File: src/rtl/beat_tempo_tracker.sv
// beat_tempo_tracker
//   Takes beat candidates from an onset detector, one per spectral-flux frame.
//   It enforces a refractory window of MIN_INTERVAL frames between accepted
//   beats and times out after MAX_INTERVAL beatless frames. It also measures
//   the interval between beats and keeps a running average of the last
//   AVG_DEPTH intervals, which drives a tempo-lock flag.
//
// Ports
//   clk             rising-edge clock
//   reset           synchronous, active-high reset
//   flux_valid      one-cycle frame strobe
//   beat_valid      beat candidate, sampled only with flux_valid
//   flux_value      frame flux, sampled only with flux_valid
//   beat_pulse      one-cycle pulse per accepted beat
//   beat_strength   flux_value of the last accepted beat
//   last_interval   frames between the last two accepted beats
//   interval_valid  one-cycle pulse when last_interval updates
//   avg_interval    mean of the stored intervals
//   tempo_locked    high while the stored intervals are full and tightly spread
//   beat_count      accepted beats, modulo 2^16
module beat_tempo_tracker #(
  parameter int unsigned MAX_FLUX_LENGTH = 32,
  parameter int unsigned INT_W           = 8,
  parameter int unsigned MIN_INTERVAL    = 8,
  parameter int unsigned MAX_INTERVAL    = 255,
  parameter int unsigned AVG_DEPTH       = 4,
  parameter int unsigned LOCK_TOL        = 2
) (
  input  logic                       clk,
  input  logic                       reset,
  input  logic                       flux_valid,
  input  logic                       beat_valid,
  input  logic [MAX_FLUX_LENGTH-1:0] flux_value,
  output logic                       beat_pulse,
  output logic [MAX_FLUX_LENGTH-1:0] beat_strength,
  output logic [INT_W-1:0]           last_interval,
  output logic                       interval_valid,
  output logic [INT_W-1:0]           avg_interval,
  output logic                       tempo_locked,
  output logic [15:0]                beat_count
);

  localparam int unsigned AVG_SHIFT = $clog2(AVG_DEPTH);
  localparam int unsigned SUM_W     = INT_W + AVG_SHIFT;
  localparam int unsigned PTR_W     = AVG_SHIFT;
  localparam int unsigned CNT_W     = $clog2(AVG_DEPTH + 1);

  localparam logic [INT_W-1:0] ARM_AT     = INT_W'(MIN_INTERVAL - 1);
  localparam logic [INT_W-1:0] TIMEOUT_AT = INT_W'(MAX_INTERVAL);
  localparam logic [CNT_W-1:0] HIST_FULL  = CNT_W'(AVG_DEPTH);

  typedef enum logic [1:0] {
    IDLE,
    REFRACTORY,
    ARMED
  } state_t;

  state_t            state_q, state_d;
  logic [INT_W-1:0]  frame_cnt;
  logic [INT_W-1:0]  frame_next;
  logic              accept;
  logic              has_interval;
  logic              timeout;

  logic [INT_W-1:0]  hist [AVG_DEPTH];
  logic [SUM_W-1:0]  sum;
  logic [CNT_W-1:0]  hist_cnt;
  logic [PTR_W-1:0]  wr_ptr;

  logic [INT_W-1:0]  hist_max;
  logic [INT_W-1:0]  hist_min;
  logic [INT_W-1:0]  spread;
  logic              lock_ok;

  // The interval in the current frame is the frame count plus one.
  assign frame_next = frame_cnt + 1'b1;

  // ---------------------------------------------------------------- FSM
  always_ff @(posedge clk) begin
    if (reset) begin
      state_q   <= IDLE;
      frame_cnt <= '0;
    end else begin
      state_q <= state_d;
      if (accept) begin
        frame_cnt <= '0;
      end else if (flux_valid && (state_q != IDLE)) begin
        frame_cnt <= frame_next;
      end
    end
  end

  always_comb begin
    state_d      = state_q;
    accept       = 1'b0;
    has_interval = 1'b0;
    timeout      = 1'b0;
    if (flux_valid) begin
      unique case (state_q)
        IDLE: begin
          if (beat_valid) begin
            accept  = 1'b1;
            state_d = REFRACTORY;
          end
        end
        REFRACTORY: begin
          if (frame_next == ARM_AT) begin
            state_d = ARMED;
          end
        end
        ARMED: begin
          // A beat in the frame that reaches MAX_INTERVAL wins over the timeout.
          if (beat_valid) begin
            accept       = 1'b1;
            has_interval = 1'b1;
            state_d      = REFRACTORY;
          end else if (frame_next == TIMEOUT_AT) begin
            timeout = 1'b1;
            state_d = IDLE;
          end
        end
        default: state_d = IDLE;
      endcase
    end
  end

  // ------------------------------------------------- history spread check
  always_comb begin
    hist_max = hist[0];
    hist_min = hist[0];
    for (int unsigned i = 1; i < AVG_DEPTH; i++) begin
      if (hist[PTR_W'(i)] > hist_max) hist_max = hist[PTR_W'(i)];
      if (hist[PTR_W'(i)] < hist_min) hist_min = hist[PTR_W'(i)];
    end
    spread  = hist_max - hist_min;
    lock_ok = (hist_cnt == HIST_FULL) && (32'(spread) <= LOCK_TOL);
  end

  // ------------------------------------------------------------ datapath
  // Accept-side updates land one cycle after the accept. avg_interval and
  // tempo_locked are re-registered from the updated history every cycle, so
  // they follow one cycle later. A timeout also forces tempo_locked low right
  // away.
  always_ff @(posedge clk) begin
    if (reset) begin
      beat_pulse     <= 1'b0;
      beat_strength  <= '0;
      last_interval  <= '0;
      interval_valid <= 1'b0;
      avg_interval   <= '0;
      tempo_locked   <= 1'b0;
      beat_count     <= '0;
      sum            <= '0;
      hist_cnt       <= '0;
      wr_ptr         <= '0;
      for (int unsigned i = 0; i < AVG_DEPTH; i++) begin
        hist[PTR_W'(i)] <= '0;
      end
    end else begin
      beat_pulse     <= accept;
      interval_valid <= has_interval;
      avg_interval   <= INT_W'(sum >> AVG_SHIFT);
      tempo_locked   <= lock_ok;

      if (accept) begin
        beat_strength <= flux_value;
        beat_count    <= beat_count + 16'd1;
      end

      if (has_interval) begin
        last_interval <= frame_next;
        hist[wr_ptr]  <= frame_next;
        // Slots not yet written hold zero, so subtracting the oldest slot is
        // correct during fill-up as well.
        sum           <= sum - SUM_W'(hist[wr_ptr]) + SUM_W'(frame_next);
        wr_ptr        <= wr_ptr + 1'b1;
        if (hist_cnt != HIST_FULL) begin
          hist_cnt <= hist_cnt + 1'b1;
        end
      end

      if (timeout) begin
        tempo_locked <= 1'b0;
        sum          <= '0;
        hist_cnt     <= '0;
        wr_ptr       <= '0;
        for (int unsigned i = 0; i < AVG_DEPTH; i++) begin
          hist[PTR_W'(i)] <= '0;
        end
      end
    end
  end

endmodule

File: config.mk
export PLATFORM = sky130hd
export DESIGN_NAME = beat_tempo_tracker
export DESIGN_NICKNAME = d
export VERILOG_FILES = /design/src/rtl/beat_tempo_tracker.sv
export SDC_FILE = /design/constraint.sdc
export NUM_CORES = 1
export LEC_CHECK = 0
export BUFFER_PORTS_ARGS = -buffer_cell sky130_fd_sc_hd__buf_2
export CORE_MARGIN = 10
export CORE_UTILIZATION = 50
export DETAILED_ROUTE_END_ITERATION = 6
export GPL_TIMING_DRIVEN = 1
export PLACE_DENSITY_LB_ADDON = 0.2
export SLEW_MARGIN = 30
export SYNTH_ARGS = -nofsm -noshare
export SYNTH_HDL_FRONTEND = slang
export SYNTH_SLANG_ARGS = --single-unit
export TNS_END_PERCENT = 20
File: constraint.sdc
create_clock -name clk -period 7.65 [get_ports clk]
set_input_delay 0.765 -clock clk [delete_from_list [all_inputs] [get_ports clk]]
set_output_delay 0.765 -clock clk [all_outputs]
set_load 0.02 [all_outputs]
---- Word level (Yosys, flattened, before mapping) ----
Memory sizes are Yosys's and may differ from the RTL's. A register that Yosys moved wholly into a read port is not among the register bits.
Cells that the tools add are included.
Widths: inputs -> output; s select.
storage, ports and cells
  bits in registers ....................... 92
  bits in writable memories ............... 32
  output and inout port bits .............. 67
  word-level logic and storage cells ...... 87
  memories kept ........................... 1
memory list
  name  depth  bits a word  read ports  clocked after Yosys merged registers in  wr ports  RTL line  source
  hist  4      8            5           1                                        4         65        logic [INT_W-1:0] hist [AVG_DEPTH];
cells by class
  $add $sub $neg .......................... 7
  magnitude comparators ................... 7
  equality and inequality tests ........... 9
  multiplexer cells ....................... 37
  bitwise operators ....................... 4
  reductions and logical operators ........ 10
operators by type and width
  cell                   count
  $mux 8                 11
  $gt 8x8->1             3
  $lt 8x8->1             3
  $mux 1                 18
  $add 16x1->16 const B  1
  $mux 2                 7
  $add 10x8->10          1
  $sub 10x8->10          1
  $add 8x1->8 const B    1
  $eq 8x3->1 const B     1
  $eq 8x8->1 const B     1
  $le 8x2->1 const B     1
  $reduce_or 8->1        1
  $sub 8x8->8            1
  $ne 3x3->1 const B     2
  $pmux 2 s3             1
  $reduce_or 2->1        3
  $ne 2x2->1 const B     2
  $or 1x1->1             4
  $reduce_and 4->1       1
  $add 3x1->3 const B    1
  $eq 3x3->1 const B     1
  $add 2x1->2 const B    1
  $eq 2x1->1 const B     1
  other kinds (5)        6

---- Depth between registers and ports, before layout ----
  depth after elaboration ................. 11
  gate-level depth with buffers ........... 43
  gate-level depth less buffers ........... 40

---- Least setup slack after synthesis ----
No wires, ideal clock.
  path kind ............................... reg2reg
  start ................................... mem hist[1][7]
  end ..................................... reg tempo_locked
  data arrival time ....................... 7.002 ns
  slack ................................... 0.570 ns
  cell stages (with the launch flop) ...... 41
  path buffers ............................ 2
  cell sequence ........................... edfxtp_1 -> ha_1 -> a21oi_1 -> o21ai_1 -> nor2b_2 -> nor2_1 -> mux2i_1 -> ha_1 -> nor3_1 -> o21ai_0 -> nand3_1 -> o211a_1 -> o32ai_1 -> nor2_1 -> clkbuf_1 -> nand2_1 -> o21ai_0 -> ha_1 -> (+5 left out) -> o21ai_0 -> o21ai_0 -> inv_1 -> clkbuf_1 -> o21ai_0 -> ha_1 -> nor2b_1 -> o21ai_0 -> nand2_1 -> and2_1 -> o21ai_0 -> nand2b_1 -> nor2_1 -> a21oi_1 -> nor3_1 -> a21oi_1 -> or4_1 -> nor3_1
RTL lines
  element                 RTL line  source
  start: declaration      65
  end signal: assignment  163       tempo_locked <= lock_ok;
  end: declaration        39        output logic tempo_locked,

==> impl_results.md <==
* VDD IR-drop max at approximately 0.17 mV
* Clock power share at 0.409
* Logic gate share of total power at 0.218
* H-Tree Depth at 4
* CP Launch Type: register
* Layout Nets at approximately 1000
* Post-route fraction of the period consumed by the critical path at 0.943
* Reg area at between 0.002 and 0.003 sq mm
* Mapped Cells at about 830
* Clock buffer depth at 2
* Via count at between 6000 and 7000
* Pre-Repair DR Iteration Count at 6
* Critical path class: register to register
* Vias in the first global route at 5917
* Iteration-0 DRC count of the detailed router at roughly 300
* Largest area contributor in the netlist: dfxtp_1
* I/O pin cnt at around 100
* Fin crit period at 7210 ps
* Sw Share at 0.287
* Clock latency on the worst-skew pair at just over 400 ps
* Area of the multi-input gates at 0.00408 sq mm
* Antenna Cells at 0
* Mux cell area share after synthesis at 0.0507
* Hold slack at between 400 and 500 ps
* Port buffer count at between 100 and 150
* Setup_tns at 0 ps
* CP max stage cell: or4_1
* Dpl hpwl at 13.1 mm
* Hold-fix buffers, CTS at 0
* TritonCTS clock tree: done
* Synth top area share at 0.261
* Die H at 140 um
* Clock transition at path regs at 60 ps
* Critical Path Fanout Max at 13
* Max Slew Vio Count at 0
* Synth Area in Compound Gates at 0.137
* Area grow syn2layout at 19.1%
* Cell row count at 43
* Endpoints failing hold at 0
* Clock sink count at about 130
* WP data required at 7980 ps
* Largest net degree at the start of global routing at 71
* Share of cells above drive strength 1 at 0.197
* Final wirelength at about 18 mm
* Mapped Nets at between 900 and 1000
* Area after DPL at between 0.007 and 0.008 sq mm
* Drt wl/cell at between 15 and 20 um
* Hold Path Class: register to register
* FF-to-FF setup slack at between 400 and 500 ps
* Most common cell in the netlist: nand2_1
* Met1 usage at 0.205
* Post-synthesis simple-gate area fraction at 0.192
* Max Fclk at roughly 140 MHz
* EDFF count, synth at 32
* # DRC at 0
* Die W at roughly 140 um
* Area contributors post-synth: dfxtp_1 26%, edfxtp_1 13%, ha_1 11%
* Setup Skew at ~14 ps
* Outcome: completed
* Crit-path most repeated cell: o21ai_0
* Post-route setup slack at between 400 and 500 ps
* Finished Cell Area at approximately 0.0086 sq mm
* Yosys warns at 0
* Full die area at 0.0196 sq mm
* Grt met2 use at 0.296
* Yosys cell types at 55
* P_sw at approximately 0.55 mW
* Lkg Pwr at between 3 and 4 nW
* Overflow after GRT at 0
* Max incr delay on CP at ~500 ps
* Max-Cap Viols at 0
* Pre-CTS setup slack at 165 ps
* CTS Root Cell: clkbuf_16
* Power density cells at about 220 mW/mm^2
* Slew HR at 0.523
* Final RePlAce weighted congestion at ~0.9
* Main combinational cell family by area after synthesis: simple AND/OR/NAND/NOR gates
* GR peak layer: met2
* M3 GR Usage at 0.0652
* First-pass GRT wire length at between 20 and 30 mm
* Worst-margin pin slew at slightly above 700 ps
* Share of flip-flops with an asynchronous set or reset at 0
* FILL cells at 1228
* Starting Density at 0.515
* GRT Util Overall at 0.179
* Remaining antenna violation count after routing at 0
* RSZ-0062 raised after global routing: no
* #FFs+latches synth at around 130
* Dominant synthesized flop cell: dfxtp_1
* Seq/Total Area, Yosys at 0.394
* Post-Synth XOR/XNOR Area at 0.0450
* CP endpoint kind: register
* Drt via density at ~5.3
* Cts bufs inserted at 17
* Synthesized area at 0.00721 sq mm
* Worst path arrival time at 7550 ps
* # setup viols final at 0
* Int Power at around 1.4 mW
* Syn Area/Cell at 8.65 sq um
* Synth top cells by count: 129 x nand2_1, 110 x nor2_1, 94 x dfxtp_1
* Post-Synth Adder-Cell Area at 0.134
* Core area at ~0.014 sq mm
* Share of power burned in registers at 0.373
* Initial antenna violation count at 0
-- through the flow --
step	instances	utilization	power [mW]
4_1_cts	1126	0.608	1.92
3_5_place_dp	1094	0.566	1.13
6_report	1130	0.614	1.93
3_3_place_gp	1094	0.566	1.12
5_1_grt	1130	0.614	2.02
2_1_floorplan	833	-	1.03
-- placed cells by master (no fill, tap or decap), drive strengths merged, types with 2 or more instances in the layout --
| cell type | netlist | routed |
|---|---|---|
| buf | 3 | 118 |
| nor2 | 111 | 111 |
| nand2 | 129 | 129 |
| o21bai | 4 | 4 |
| or3 | 3 | 3 |
| clkbuf | 30 | 22 |
| nor2b | 12 | 12 |
| and2 | 5 | 5 |
| nand2b | 8 | 8 |
| clkinvlp | 0 | 2 |
| dfxtp | 94 | 94 |
| nand3 | 20 | 20 |
| nand4 | 6 | 6 |
| mux2i | 14 | 14 |
| and3 | 5 | 5 |
| edfxtp | 32 | 32 |
| xnor2 | 17 | 17 |
| a21oi | 77 | 77 |
| o211ai | 2 | 2 |
| o31a | 3 | 3 |
| o21ai | 41 | 41 |
| o21a | 6 | 6 |
| a211oi | 14 | 14 |
| fa | 9 | 9 |
| or2 | 3 | 3 |
| ha | 63 | 63 |
| and4 | 2 | 2 |
| nor3 | 9 | 9 |
| clkinv | 0 | 3 |
| xor2 | 20 | 20 |
| a31o | 2 | 2 |
| mux2 | 4 | 4 |
| inv | 56 | 60 |
| a21o | 5 | 5 |
| mux4 | 8 | 8 |
-- layout make-up --
class,instances,area share
clock buffers,22,0.0579
inverters,56,0.0245
repair buffers,118,0.0735
multi-input cells,618,0.475
well taps,180,0.0262
clock inverters,10,0.0114
flip-flops and latches,126,0.331
-- power by group through the flow --
stage | Sequential [mW] | Clock (mW) | Combinational (mW)
after global routing | 0.722 | 0.831 | 0.472
after global placement | 0.733 | 0 | 0.390
after floorplan | 0.736 | 0 | 0.297
after CTS | 0.719 | 0.801 | 0.400
after detailed placement | 0.733 | 0 | 0.396
final | 0.720 | 0.789 | 0.420
-- critical path, delay by kind of cell, from the launching register on --
family                     cells  cell delay, ps
buffers and inverters          2             280
and+or+nand+nor               15            2150
AOI/OAI and AO/OA             16            3000
adders and majority gates      4            1240
DFF                            1             460
-- final timing paths --
path | endpoint | cells past startpoint | startpoint
hold / removal | beat_strength[21] | 2 | beat_strength[21]
setup / recovery | tempo_locked | 37 | hist[1][3]
hold reg to reg | beat_strength[21] | 2 | beat_strength[21]
setup reg to reg | tempo_locked | 37 | hist[1][3]
-- flip-flops by register name, indices dropped and copies added (netlist names), 2 cells and up, named ones only --
register and cells:
state_q 2, last_interval 8, wr_ptr 2, hist 32
beat_strength 32, avg_interval 8, beat_count 16, sum 10
hist_cnt 3, frame_cnt 8
-- layer usage --
metal	part of all wire	up-vias
met5	0	-
met4	0.018	0
met3	0.071	21
met2	0.47	143
met1	0.44	2805
li1	-	3059
-- cells by family after synthesis --
logic type      after synthesis
compound gates              166
xor+xnor                     37
fa+ha+maj                    72
buf+inv                      89
flops                       126
mux                          26
simple gates                317
-- repair_timing --
action / in CTS / in global routing
buffers inserted: 0 / 4
endpoints found under the setup margin: 0 / 1
gates resized for setup: 0 / 17
Power figures use the tool's default switching activity.
